[src/rtl/signal_change_logger_pkg.sv]
// -----------------------------------------------------------------------------
// signal_change_logger_pkg
// Shared types, constants and helpers for the signal change logger and the
// trace formatter that consumes its records.
//
// Record layout (rec_data): { timestamp[TS_WIDTH-1:0], value[WIDTH-1:0] }
//   value     occupies bits [val_msb(WIDTH):VAL_LSB]
//   timestamp occupies bits [ts_msb(WIDTH,TS_WIDTH):ts_lsb(WIDTH)]
// -----------------------------------------------------------------------------
package signal_change_logger_pkg;

    // Width of the saturating dropped-record counter.
    localparam int DROP_CNT_W = 8;
    localparam logic [DROP_CNT_W-1:0] DROP_CNT_MAX = 8'hFF;

    // Default configuration, shared with the trace formatter.
    localparam int DEF_WIDTH    = 3;
    localparam int DEF_TS_WIDTH = 32;

    // Field offsets inside a record. The value always sits at bit 0.
    localparam int VAL_LSB = 0;
    localparam int DEF_TS_LSB = DEF_WIDTH;
    localparam int DEF_TS_MSB = DEF_WIDTH + DEF_TS_WIDTH - 1;

    // Total record width for a given configuration.
    function automatic int rec_width(input int width, input int ts_width);
        return width + ts_width;
    endfunction

    // Timestamp field sits directly above the value field.
    function automatic int ts_lsb(input int width);
        return width;
    endfunction

    function automatic int ts_msb(input int width, input int ts_width);
        return width + ts_width - 1;
    endfunction

    function automatic int val_msb(input int width);
        return width - 1;
    endfunction

endpackage

[src/rtl/signal_change_logger_fifo.sv]
// -----------------------------------------------------------------------------
// sync_fifo
// Single-clock FIFO with a registered head output. Occupancy is tracked in an
// explicit level counter; full/empty derive from it so the pointers can wrap
// freely. A push while full is accepted only if a pop happens in the same
// cycle.
//
// Ports:
//   clk    in   clock, rising edge
//   reset  in   synchronous active-high reset
//   push   in   write request (ignored when full without a pop)
//   pop    in   read request  (ignored when empty)
//   din    in   write data
//   dout   out  current head entry, zero when empty
//   level  out  occupancy, 0..DEPTH
//   full   out  level == DEPTH
//   empty  out  level == 0
// -----------------------------------------------------------------------------
module sync_fifo #(
    parameter int DATA_W = 8,
    parameter int DEPTH  = 8
) (
    input  logic                     clk,
    input  logic                     reset,
    input  logic                     push,
    input  logic                     pop,
    input  logic [DATA_W-1:0]        din,
    output logic [DATA_W-1:0]        dout,
    output logic [$clog2(DEPTH):0]   level,
    output logic                     full,
    output logic                     empty
);

    localparam int PTR_W = $clog2(DEPTH);
    localparam int LVL_W = PTR_W + 1;
    localparam logic [LVL_W-1:0] DEPTH_LVL = LVL_W'(DEPTH);

    logic [DATA_W-1:0] mem_q [DEPTH];
    logic [PTR_W-1:0]  wr_ptr_q, wr_ptr_d;
    logic [PTR_W-1:0]  rd_ptr_q, rd_ptr_d;
    logic [LVL_W-1:0]  level_q,  level_d;
    logic [DATA_W-1:0] head_q,   head_d;

    logic             push_ok;
    logic             pop_ok;
    logic [PTR_W-1:0] rd_next;

    assign empty = (level_q == {LVL_W{1'b0}});
    assign full  = (level_q == DEPTH_LVL);
    assign dout  = head_q;
    assign level = level_q;

    assign pop_ok  = pop && !empty;
    assign push_ok = push && (!full || pop_ok);
    assign rd_next = rd_ptr_q + PTR_W'(1);

    // Next-state for pointers, level and the registered head entry.
    always_comb begin
        wr_ptr_d = wr_ptr_q;
        rd_ptr_d = rd_ptr_q;
        level_d  = level_q;
        head_d   = head_q;

        if (push_ok) begin
            wr_ptr_d = wr_ptr_q + PTR_W'(1);
        end else begin
            wr_ptr_d = wr_ptr_q;
        end

        if (pop_ok) begin
            rd_ptr_d = rd_next;
        end else begin
            rd_ptr_d = rd_ptr_q;
        end

        case ({push_ok, pop_ok})
            2'b10:   level_d = level_q + LVL_W'(1);
            2'b01:   level_d = level_q - LVL_W'(1);
            default: level_d = level_q;
        endcase

        // The head register must hold whatever entry will sit at rd_ptr_d.
        // When that entry is being written this very cycle it is not yet in
        // mem_q, so it is taken straight from din.
        if (level_d == {LVL_W{1'b0}}) begin
            head_d = {DATA_W{1'b0}};
        end else if (pop_ok) begin
            if (push_ok && (wr_ptr_q == rd_next)) begin
                head_d = din;
            end else begin
                head_d = mem_q[rd_next];
            end
        end else if (empty) begin
            head_d = din;
        end else begin
            head_d = head_q;
        end
    end

    // Pointer, level and head registers.
    always_ff @(posedge clk) begin
        if (reset) begin
            wr_ptr_q <= {PTR_W{1'b0}};
            rd_ptr_q <= {PTR_W{1'b0}};
            level_q  <= {LVL_W{1'b0}};
            head_q   <= {DATA_W{1'b0}};
        end else begin
            wr_ptr_q <= wr_ptr_d;
            rd_ptr_q <= rd_ptr_d;
            level_q  <= level_d;
            head_q   <= head_d;
        end
    end

    // Storage array; contents are only meaningful between rd and wr pointers.
    always_ff @(posedge clk) begin
        if (push_ok) begin
            mem_q[wr_ptr_q] <= din;
        end
    end

endmodule

[src/rtl/signal_change_logger.sv]
// -----------------------------------------------------------------------------
// signal_change_logger
// Hardware counterpart of a $monitor trace. Samples sample_in every clock,
// and whenever it changes (or on the first enabled cycle after reset or
// re-enable) pushes {timestamp, value} into a FIFO drained over valid/ready.
//
// Ports:
//   clk         in   system clock, rising edge
//   reset       in   synchronous active-high reset
//   enable      in   monitoring on; records only generated while high
//   sample_in   in   monitored vector
//   rec_valid   out  FIFO head record available
//   rec_ready   in   consumer accepts head this cycle
//   rec_data    out  {timestamp, value}, timestamp in MSBs; zero when empty
//   level       out  FIFO occupancy
//   overflow    out  sticky, at least one record dropped
//   drop_count  out  dropped records, saturating at 255
// -----------------------------------------------------------------------------
module signal_change_logger
    import signal_change_logger_pkg::*;
#(
    parameter int WIDTH    = 3,
    parameter int TS_WIDTH = 32,
    parameter int DEPTH    = 8
) (
    input  logic                                 clk,
    input  logic                                 reset,
    input  logic                                 enable,
    input  logic [WIDTH-1:0]                     sample_in,
    output logic                                 rec_valid,
    input  logic                                 rec_ready,
    output logic [rec_width(WIDTH, TS_WIDTH)-1:0] rec_data,
    output logic [$clog2(DEPTH):0]               level,
    output logic                                 overflow,
    output logic [DROP_CNT_W-1:0]                drop_count
);

    localparam int REC_W = rec_width(WIDTH, TS_WIDTH);

    logic [TS_WIDTH-1:0]   ts_q,       ts_d;
    logic [WIDTH-1:0]      prev_q,     prev_d;
    logic                  init_q,     init_d;
    logic                  overflow_q, overflow_d;
    logic [DROP_CNT_W-1:0] drop_q,     drop_d;

    logic             push_req;
    logic             fifo_pop;
    logic             fifo_full;
    logic             fifo_empty;
    logic             drop;
    logic [REC_W-1:0] rec_word;

    // A record is due on a change, or unconditionally on the first enabled
    // cycle after reset / re-enable so the consumer always sees a baseline.
    assign push_req = enable && (init_q || (sample_in != prev_q));
    assign fifo_pop = rec_ready && !fifo_empty;
    assign drop     = push_req && fifo_full && !fifo_pop;
    assign rec_word = {ts_q, sample_in};

    // Next-state for timestamp, change detector and drop accounting.
    always_comb begin
        ts_d       = ts_q + TS_WIDTH'(1);
        prev_d     = sample_in;
        overflow_d = overflow_q;
        drop_d     = drop_q;

        // Low enable re-arms the baseline record; any enabled cycle consumes it.
        if (enable) begin
            init_d = 1'b0;
        end else begin
            init_d = 1'b1;
        end

        if (drop) begin
            overflow_d = 1'b1;
            if (drop_q != DROP_CNT_MAX) begin
                drop_d = drop_q + 8'd1;
            end else begin
                drop_d = drop_q;
            end
        end else begin
            overflow_d = overflow_q;
            drop_d     = drop_q;
        end
    end

    // Timestamp, change detector and drop accounting registers.
    always_ff @(posedge clk) begin
        if (reset) begin
            ts_q       <= {TS_WIDTH{1'b0}};
            prev_q     <= {WIDTH{1'b0}};
            init_q     <= 1'b1;
            overflow_q <= 1'b0;
            drop_q     <= {DROP_CNT_W{1'b0}};
        end else begin
            ts_q       <= ts_d;
            prev_q     <= prev_d;
            init_q     <= init_d;
            overflow_q <= overflow_d;
            drop_q     <= drop_d;
        end
    end

    sync_fifo #(
        .DATA_W (REC_W),
        .DEPTH  (DEPTH)
    ) u_fifo (
        .clk   (clk),
        .reset (reset),
        .push  (push_req),
        .pop   (fifo_pop),
        .din   (rec_word),
        .dout  (rec_data),
        .level (level),
        .full  (fifo_full),
        .empty (fifo_empty)
    );

    assign rec_valid  = !fifo_empty;
    assign overflow   = overflow_q;
    assign drop_count = drop_q;

endmodule

[config.mk]
export PLATFORM = sky130hd
export DESIGN_NAME = signal_change_logger
export DESIGN_NICKNAME = d
export VERILOG_FILES = /design/src/rtl/signal_change_logger_pkg.sv /design/src/rtl/signal_change_logger_fifo.sv /design/src/rtl/signal_change_logger.sv
export SDC_FILE = /design/constraint.sdc
export NUM_CORES = 1
export LEC_CHECK = 0
export ABC_AREA = 1
export BUFFER_PORTS_ARGS = -buffer_cell sky130_fd_sc_hd__buf_2
export CAP_MARGIN = 20
export CORE_MARGIN = 8
export CORE_UTILIZATION = 45
export DETAILED_ROUTE_END_ITERATION = 6
export GPL_TIMING_DRIVEN = 1
export SYNTH_ARGS = -nofsm -noshare
export SYNTH_HDL_FRONTEND = slang
export SYNTH_SLANG_ARGS = --single-unit
[constraint.sdc]
create_clock -name clk -period 4 [get_ports clk]
set_input_delay 0.2 -clock clk [delete_from_list [all_inputs] [get_ports clk]]
set_output_delay 0.2 -clock clk [all_outputs]
set_load 0.05 [all_outputs]
### Word level (Yosys, flattened, before mapping)

Memory sizes are Yosys's and may differ from the RTL's.
Cells that the tools add are included.

* shift operators: 0
* reductions and logical operators: 17
* bitwise operators: 0
* $mul: 0
* $add $sub $neg: 6
* muxes and demuxes: 7
* order comparisons: 0
* div/mod/pow operators: 0
* equal/unequal tests: 6

Operator list (number)
* $mux W35: 3
* $add A32 B1 Y32 const B: 1
* $add A8 B1 Y8 const B: 1
* $logic_not A4 Y1: 2
* $ne A8 B8 Y1 const B: 1
* $pmux W4 S2: 1
* $logic_and A1 B1 Y1: 7
* $add A3 B1 Y3 const B: 2
* $add A4 B1 Y4 const B: 1
* $eq A4 B4 Y1 const B: 1
* $sub A4 B1 Y4 const B: 1
* $eq A3 B3 Y1: 1
* $logic_not A1 Y1: 3
* $mux W1: 3
* $ne A3 B3 Y1: 1
* $eq A2 B1 Y1 const B: 1
* $eq A2 B2 Y1 const B: 1
* $logic_or A1 B1 Y1: 2
* $reduce_and A2 Y1: 1
* $reduce_bool A2 Y1: 1
* $reduce_or A2 Y1: 1

* bits of input ports: 7
* word-level logic and storage cells: 46
* latch bits: 0
* bits in registers: 90
* RAM bits: 280
* bits in read-only memories: 0
* memories: 1

Memories
* u_fifo.mem_q: words 8, width 35, rd ports 1, clocked after memory_dff 0, write ports 1, line signal_change_logger_fifo.sv:38 `logic [DATA_W-1:0] mem_q [DEPTH];`

### Depth between registers and ports, before layout

Gate-level depths: netlist (run 1).

* word-level depth: 10
* mapped depth: 21
* mapped depth without buffers: 20

### Modules after synthesis

Synthesis (run 1) repeated with hierarchy kept, for this count alone.

* cell total of the unflattened synthesis: 2006
* area total of the unflattened synthesis: 17249.0 sq um

By module, submodules not included
* sync_fifo: area each 14797.9 sq um, times used 1, cells an instance 1640, sequential area each 9308.9 sq um
* signal_change_logger: area each 2451.1 sq um, times used 1, cells an instance 366, sequential area each 900.9 sq um

### Least setup slack after synthesis (run 1)

Ideal clock, no wire load.

* path type: register -> register
* from: register u_fifo.level_q[2], in the netlist u_fifo.level[2]
* to: memory u_fifo.mem_q[1][0] in the netlist's numbering, enable pin
* arrival time: 2.983 ns
* required time: 3.573 ns
* library setup time: 0.427 ns
* period minus slack after synthesis: 3.410 ns
* path buffers: 0
* slack: 0.590 ns
* cell stages (with the launch flop): 9
* cell sequence: dfxtp_1 -> inv_1 -> nand4_1 -> inv_2 -> nor2_8 -> inv_1 -> nor2_1 -> inv_1 -> nor2_1

* cells in the longest elaborated chain, start to end: 8
* elaborated cells on any way between the ends: 10

Ends and longest elaborated chain
* start: declaration: line signal_change_logger_fifo.sv:41 `logic [LVL_W-1:0] level_q, level_d;`
* start signal: assignment: line signal_change_logger_fifo.sv:105 `level_q <= {LVL_W{1'b0}};`
* start signal: assignment: line signal_change_logger_fifo.sv:110 `level_q <= level_d;`
* $logic_not A4 Y1: line signal_change_logger_fifo.sv:48 `assign empty = (level_q == {LVL_W{1'b0}});`
* $logic_not A1 Y1: line signal_change_logger_fifo.sv:53, signal_change_logger.sv:56
* $logic_and A1 B1 Y1: line signal_change_logger.sv:56 `assign fifo_pop = rec_ready && !fifo_empty;`
* $logic_and A1 B1 Y1: line signal_change_logger_fifo.sv:53 `assign pop_ok = pop && !empty;`
* $logic_or A1 B1 Y1 (*): line signal_change_logger_fifo.sv:54 `assign push_ok = push && (!full || pop_ok);`
* $logic_and A1 B1 Y1 (*): line signal_change_logger_fifo.sv:54
* $mux W1 (*): line signal_change_logger_fifo.sv:117 `if (push_ok) begin`
* $mux W1 (implied by the code) (*): line signal_change_logger_fifo.sv:118 `mem_q[wr_ptr_q] <= din;`
* end: declaration: line signal_change_logger_fifo.sv:38

Mark *: on every way between the ends. The rest lies on a longest branch, timed or not.

### Worst setup path after layout (run 1)

* from: register u_fifo.rd_ptr_q[0]
* to: register u_fifo.head_q[10], in the netlist u_fifo.dout[10]

* cells in the longest elaborated chain, start to end: 5
* elaborated cells on any way between the ends: 6

Ends and longest elaborated chain
* start: declaration: line signal_change_logger_fifo.sv:40 `logic [PTR_W-1:0] rd_ptr_q, rd_ptr_d;`
* start signal: assignment: line signal_change_logger_fifo.sv:104 `rd_ptr_q <= {PTR_W{1'b0}};`
* start signal: assignment: line signal_change_logger_fifo.sv:109 `rd_ptr_q <= rd_ptr_d;`
* $add A3 B1 Y3 (*): line signal_change_logger_fifo.sv:55 `assign rd_next = rd_ptr_q + PTR_W'(1);`
* net u_fifo.rd_next[1]: line signal_change_logger_fifo.sv:46 `logic [PTR_W-1:0] rd_next;`
* branches (longest 2 deep; another with $mem_v2 Z8 W35)
* $mux W35 (*): line signal_change_logger_fifo.sv:88 `if (push_ok && (wr_ptr_q == rd_next)) begin`
* $mux W35 (*): line signal_change_logger_fifo.sv:87 `end else if (pop_ok) begin`
* end signal: assignment: line signal_change_logger_fifo.sv:106 `head_q <= {DATA_W{1'b0}};`
* end: declaration: line signal_change_logger_fifo.sv:42 `logic [DATA_W-1:0] head_q, head_d;`

Mark *: on every way through the listed nets, which the timed path passes.
A chain may end at the register's enable or synchronous reset.

==> impl_metrics.py, run 1 <==
metrics = {
    "power": {
        "share_seq_of_total_power_pct": 34.4,
        "clkPwrFrac_pct": 27.7,
        "ir_drop_v": 0.000360,
        "p_sw_mw": 5.10,
        "power_frac_comb_pct": 37.9,
        "leakage_nw": 6.42,
        "cellPowerDensity_mw_per_mm2": 745,
        "switching_share_pct": 38.8,
        "finalPower_mw": 13.1,
        "p_int_mw": 8.04,
    },
    "hold_path": {
        "holdPathStages": 3,
        "worst_hold_path_type": "input pin to flop",
    },
    "sta": {
        "clock.fmax_mhz": 371,
        "finalSetupViolations": 0,
        "min_period_ns": 2.70,
        "slew_violations": 0,
        "slew_headroom_pct": 29.9,
        "hold_slack_ns": 0.0228,
        "rsz0062_at_grt": "false",
        "fin_skew_ns": 0.0163,
        "finalHoldViolations": 0,
        "fin_crit_sh_pct": 67.4,
        "worst_pin_slew_ns": 1.05,
        "setup_tns_ns": 0,
    },
    "placed_design": {
        "io_buffers": 55,
        "post-dp-hpwl_um": 21500,
        "finalWeightedCongestion": 0.836,
    },
    "route": {
        "dr.pass1.iters": 5,
        "wl_per_cell_um": 19.0,
        "viasPerCell": 5.36,
        "maxUsedRoutingLayer": "met4",
        "drt-total-wl_um": 37900,
        "wl_met2_um": 18600,
        "drt-met1-wl_um": 16800,
        "route.met3.wl_um": 1750,
        "drc": 0,
        "drt_iter0_markers": 694,
        "ant_nets": 0,
        "vias": 10714,
    },
    "final_layout": {
        "drive_above_1_share_pct": 16.3,
        "final_cell_mix": "edfxtp_1 (280), nand2_1 (255), nor2_1 (195)",
        "n_antenna_cell": 0,
        "layout_commonest_cell": "edfxtp_1",
        "fin_nets": 1527,
        "synthToLayoutAreaGrowth_pct": 13.0,
    },
    "critical_path": {
        "crit_end": "u_fifo.dout[10]$_SDFFE_PP0P_",
        "critical_path_class": "flop to flop",
        "cp-end-kind": "flop",
        "r2r_start": "u_fifo.rd_ptr_q[0]$_SDFFE_PP0N_",
        "cp_data_arrival_time_ns": 3.14,
        "startpoint": "u_fifo.rd_ptr_q[0]$_SDFFE_PP0N_",
        "worstPathMaxFanout": 46,
        "r2r-end": "u_fifo.dout[10]$_SDFFE_PP0P_",
        "cp.required_ns": 4.45,
        "reg2regPathDepth": 10,
        "rrSetupSlack_ns": 1.30,
        "cp-start-kind": "flop",
    },
    "die": {
        "start_util_pct": 45.5,
        "die_w_um": 202,
        "pin_count": 56,
        "fp-row-count": 68,
        "die_area_sq_mm": 0.0409,
        "core_sq_mm": 0.0344,
        "die_h_um": 202,
    },
    "run": {
        "maxCapViolations": 0,
    },
    "yosys": {
        "ys.flop_type": "edfxtp_1",
        "synth_cells": 1472,
        "syn_nets": 1486,
        "syn_area_sq_mm": 0.0156,
        "yosysSeqAreaShare_pct": 65.3,
        "async_reset_ff_share_pct": 0,
        "synth_seq_cells": 370,
        "syn_area_per_cell_sq_um": 10.6,
        "yosys_warnings": 0,
        "synth_cell_type_count": 46,
        "synth_edf_count": 280,
    },
    "clocking": {
        "post_cts_buffers": 0,
        "cts_tree": "yes",
        "cts-htree-levels": 2,
        "root_buffer": "clkbuf_16",
        "cts.clk_slew.worst_paths_ns": 0.06,
        "cts.sinks": 370,
        "insertion_delay_ns": 0.53,
        "cts.path.max_buffers": 3,
        "cts_buffers": 39,
    },
    "status": {
        "status": "finished clean",
    },
    "global_route": {
        "grtUsageTotal_pct": 18.2,
        "grt_pass1_vias": 10423,
        "antenna_found_initial": 0,
        "overflow": 0,
        "grt_max_degree": 73,
        "grt_pass1_wl_um": 59700,
    },
}
[kinds of logic (layout without fill, tap and decap cells)]
| group | count (synthesis) | in the layout | synth area share (%) |
|---|---|---|---|
| AO/OA/AOI/OAI | 264 | 264 | 9.17 |
| XOR/XNOR | 12 | 12 | 0.673 |
| adder cells (fa/ha/maj) | 7 | 7 | 0.609 |
| buffers and inverters | 140 | 211 | 4.19 |
| flip-flops | 370 | 370 | 65.3 |
| AND/OR/NAND/NOR | 679 | 679 | 20.0 |
[through the flow]
stage               setup slack (ns)  cell area, sq um  std cells  util (%)
floorplan                      0.590             15600       1472         -
global placement                1.28             16300       1925      47.5
detailed placement              1.21             16300       1925      47.5
CTS                             1.25             17600       1997      51.3
global route                    1.08             17700       1998      51.4
finish                          1.30             17700       1998      51.4
[state kept, by name (all words and copies together), names as in the netlist]
signal           count
overflow             1
init_q               1
u_fifo.dout         35
u_fifo.mem_q       280
u_fifo.wr_ptr_q      3
drop_count           8
u_fifo.rd_ptr_q      3
ts_q                32
prev_q               3
u_fifo.level         4
[critical path: stages (launching register included)]
cell	delay (ns)
dfxtp_4	0.36
ha_2	0.71
buf_4	0.59
o21ai_0	0.17
o22ai_1	0.24
nand2_1	0.10
nand2_1	0.08
nand3_1	0.09
nand3_1	0.12
nand2_1	0.06
nor2_2	0.09
[layout make-up]
type	count	area, sq um
Multi-Input combinational cell	962	4830
Timing Repair Buffer	78	520
Clock inverter	9	123
Inverter	62	238
Clock buffer	62	1160
Tap cell	455	569
Fill cell	3085	16700
Sequential cell	370	10200
[power by group through the flow]
stage | registers, mW | logic [mW] | clock network [mW]
floorplan | 5.12 | 3.27 | 0
global route | 4.56 | 5.52 | 3.84
CTS | 4.53 | 5.00 | 3.70
detailed placement | 4.61 | 4.98 | 0
finish | 4.52 | 4.98 | 3.64
global placement | 4.60 | 4.95 | 0
[what timing repair did]
action	in CTS	in global routing
hold buffers	1	0
setup endpoints to repair	0	0
gates resized for setup	0	0
endpoints found under the hold margin	1	0
[layer usage]
metal  GRT usage [%]  vias to the layer above
met5               0                        -
met4            4.25                        0
met3            2.72                       51
met2            31.4                      223
met1            24.0                     5243
li1                -                     5197
[cell usage after synthesis (2+ instances only)]
master	n	area, sq um
a21oi_1	30	150
a31oi_1	4	25.0
buf_1	3	11.3
buf_12	3	60.1
buf_2	14	70.1
buf_4	11	82.6
buf_6	2	22.5
clkbuf_1	44	165
dfxtp_1	90	1800
edfxtp_1	280	8410
ha_1	6	75.1
inv_1	56	210
inv_2	4	15.0
inv_4	2	12.5
nand2_1	256	961
nand2_2	4	25.0
nand2_4	5	56.3
nand2_8	2	40.0
nand3_1	94	470
nand4_1	11	68.8
nor2_1	203	762
nor2_2	36	225
nor2_4	4	45.0
nor2_8	2	40.0
nor3_1	10	50.1
nor3_2	4	40.0
nor4_1	2	12.5
o21a_1	5	37.5
o21ai_0	149	746
o21ai_1	4	20.0
o22ai_1	70	438
or2_2	38	238
xnor2_1	3	26.3
xor2_1	9	78.8
[worst min path at each step]
stage	startpoint	to	slack, ns
after CTS	sample_in[2]	u_fifo.mem_q[5][2]$_DFFE_PP_	0.01
after global placement	enable	init_q$_SDFF_PP1_	0.44
after floorplan	enable	init_q$_SDFF_PP1_	0.27
final	sample_in[0]	prev_q[0]$_SDFF_PP0_	0.02
after global routing	sample_in[2]	u_fifo.mem_q[5][2]$_DFFE_PP_	0.03
after detailed placement	enable	init_q$_SDFF_PP1_	0.44
(Power assumes the default switching activity.)
==> run 2, diff against run 1 <==
Clock period 4 ns to 2.5 ns, I/O delays scaled along.
==> impl_metrics.py, run 2 (synthesis results as in run 1) <==
metrics = {
    "die": {
        "fp-row-count": 68,
        "die_h_um": 202,
        "start_util_pct": 45.5,
        "pin_count": 56,
        "core_sq_mm": 0.0344,
        "die_w_um": 202,
        "die_area_sq_mm": 0.0409,
    },
    "route": {
        "drt_iter0_markers": 802,
        "viasPerCell": 5.40,
        "drt-total-wl_um": 38800,
        "ant_nets": 0,
        "drc": 0,
        "vias": 11100,
        "dr.pass1.iters": 7,
        "wl_per_cell_um": 18.9,
    },
    "critical_path": {
        "critical_path.cell_chain": "nor2_4 > nand3_4 > nand2_4 > inv_4 > nand2_8 > inv_2 > ha_4 > nand3_1 > nand2_1 > nand2_1 > nand2_1 > inv_1 > nand3_2 > nand3_2 > nor2_4 > nand2_4 > nand2_8 > clkbuf_16 > nor2_2",
        "critPathBufInv": 4,
        "cp-start-kind": "flop",
        "path_delay_family": "simple AND/OR/NAND/NOR gates",
        "startpoint": "u_fifo.level[1]$_SDFF_PP0_",
        "cp.depth": 19,
        "critical_path_class": "flop to flop",
        "worstPathMaxFanout": 7,
        "max_stage_delay_ns": 0.36,
        "cp.required_ns": 2.91,
        "reg2regPathDepth": 19,
        "cp-end-kind": "flop",
        "crit_end": "u_fifo.dout[30]$_SDFFE_PP0P_",
        "cpMaxStageDelayCell": "dfxtp_4",
        "cp_data_arrival_time_ns": 2.81,
        "r2r_start": "u_fifo.level[1]$_SDFF_PP0_",
        "r2r-end": "u_fifo.dout[30]$_SDFFE_PP0P_",
        "rrSetupSlack_ns": 0.11,
        "crit_top_cell": "nand2_1",
    },
    "sta": {
        "min_period_ns": 2.39,
        "worst_pin_slew_ns": 0.779,
        "hold_slack_ns": 0.0636,
        "finalHoldViolations": 0,
        "slew_headroom_pct": 48.0,
        "finalSetupViolations": 0,
        "slew_violations": 0,
        "setup_ws_ns": 0.107,
        "fin_crit_sh_pct": 95.7,
        "clock.fmax_mhz": 418,
        "fin_skew_ns": 0.0273,
        "setup_tns_ns": 0,
    },
    "clocking": {
        "root_buffer": "clkbuf_16",
        "cts-htree-levels": 2,
        "cts_buffers": 40,
        "insertion_delay_ns": 0.53,
        "cts_tree": "yes",
        "cts.clk_slew.worst_paths_ns": 0.06,
        "cts.path.max_buffers": 3,
        "cts.sinks": 370,
    },
    "power": {
        "leakage_nw": 6.82,
        "ir_drop_v": 0.000909,
        "cellPowerDensity_mw_per_mm2": 1180,
    },
    "placed_design": {
        "finalWeightedCongestion": 0.825,
        "post-dp-hpwl_um": 22300,
        "io_buffers": 55,
        "dpl_cell_area_sq_mm": 0.0169,
        "dp_slack_ns": 0.0432,
    },
    "final_layout": {
        "largest_reg_flops": 280,
        "stdcell_area_sq_mm": 0.0184,
        "drive_above_1_share_pct": 20.0,
        "synthToLayoutAreaGrowth_pct": 17.6,
        "layout_commonest_cell": "edfxtp_1",
        "final_cell_mix": "edfxtp_1 (280), nand2_1 (255), nor2_1 (195)",
        "n_antenna_cell": 0,
        "fin_nets": 1586,
        "largest_register": "u_fifo.mem_q",
    },
    "global_route": {
        "grtUsageTotal_pct": 18.6,
        "grt_pass1_vias": 10837,
        "grt_pass1_wl_um": 60900,
        "grt_max_degree": 99,
        "overflow": 0,
        "antenna_found_initial": 0,
    },
    "run": {
        "maxCapViolations": 0,
    },
    "hold_path": {
        "worst_hold_path_type": "input pin to flop",
    },
    "status": {
        "status": "finished clean",
    },
}
[run 2: cell count changes in the layout (fill, tap and decap cells not counted), sizes merged]
cell          before  now
dlygate4sd3        1    4
buf               77  129
inv               62   63
clkinvlp           1    0
clkbuf            62   59
dlymetal6s4s       0    1
clkinv             5   12
bufinv             3    2
[run 2: cell type report]
type | count | area [sq um]
Tap cell | 455 | 569
Inverter | 62 | 238
Fill cell | 3000 | 16000
Multi-Input combinational cell | 962 | 4880
Clock inverter | 15 | 145
Clock buffer | 57 | 1140
Sequential cell | 370 | 10200
Timing Repair Buffer | 136 | 1180
[run 2: routing by layer]
metal | routed length, um | track usage, %
met3 | 2020 | 2.55
met2 | 18700 | 31.8
met5 | 0 | 0
met4 | 890 | 5.21
met1 | 17200 | 24.5
[run 2: repair_timing]
item | CTS | global route
buffers inserted | 0 | 7
setup endpoints to repair | 0 | 33
endpoints found under the hold margin | 29 | 0
hold buffers | 5 | 0
gates resized for setup | 0 | 10
[run 2: per-stage QoR]
step	instances	power, mW	util, %
2_1_floorplan	1472	13.5	-
3_3_place_gp	1971	15.8	49.1
3_5_place_dp	1971	15.8	49.1
4_1_cts	2048	21.6	53.0
5_1_grt	2057	23.0	53.5
6_report	2057	21.8	53.5
[run 2: worst min path at each step]
| stage | startpoint | end | slack (ns) | cells after the start |
|---|---|---|---|---|
| 2_1_floorplan | enable | init_q$_SDFF_PP1_ | 0.19 | 1 |
| 3_3_place_gp | enable | init_q$_SDFF_PP1_ | 0.37 | 2 |
| 3_5_place_dp | enable | init_q$_SDFF_PP1_ | 0.39 | 2 |
| 4_1_cts | reset | ts_q[16]$_SDFF_PP0_ | 0.13 | 3 |
| 5_1_grt | sample_in[2] | prev_q[2]$_SDFF_PP0_ | 0.10 | 4 |
| 6_report | sample_in[2] | prev_q[2]$_SDFF_PP0_ | 0.06 | 4 |
[run 2: worst min-delay path, delay by kind of cell]
family	cells	cell delay (ns)
buffers and inverters	3	0.34
AND/OR/NAND/NOR	1	0.07
[run 2: report_power, final]
part / leakage (nW) / internal, mW / switching (mW)
combinational: 2.85 / 2.88 / 5.92
clock: 0.640 / 3.40 / 2.34
sequential: 3.33 / 7.03 / 0.197
total: 6.82 / 13.3 / 8.45
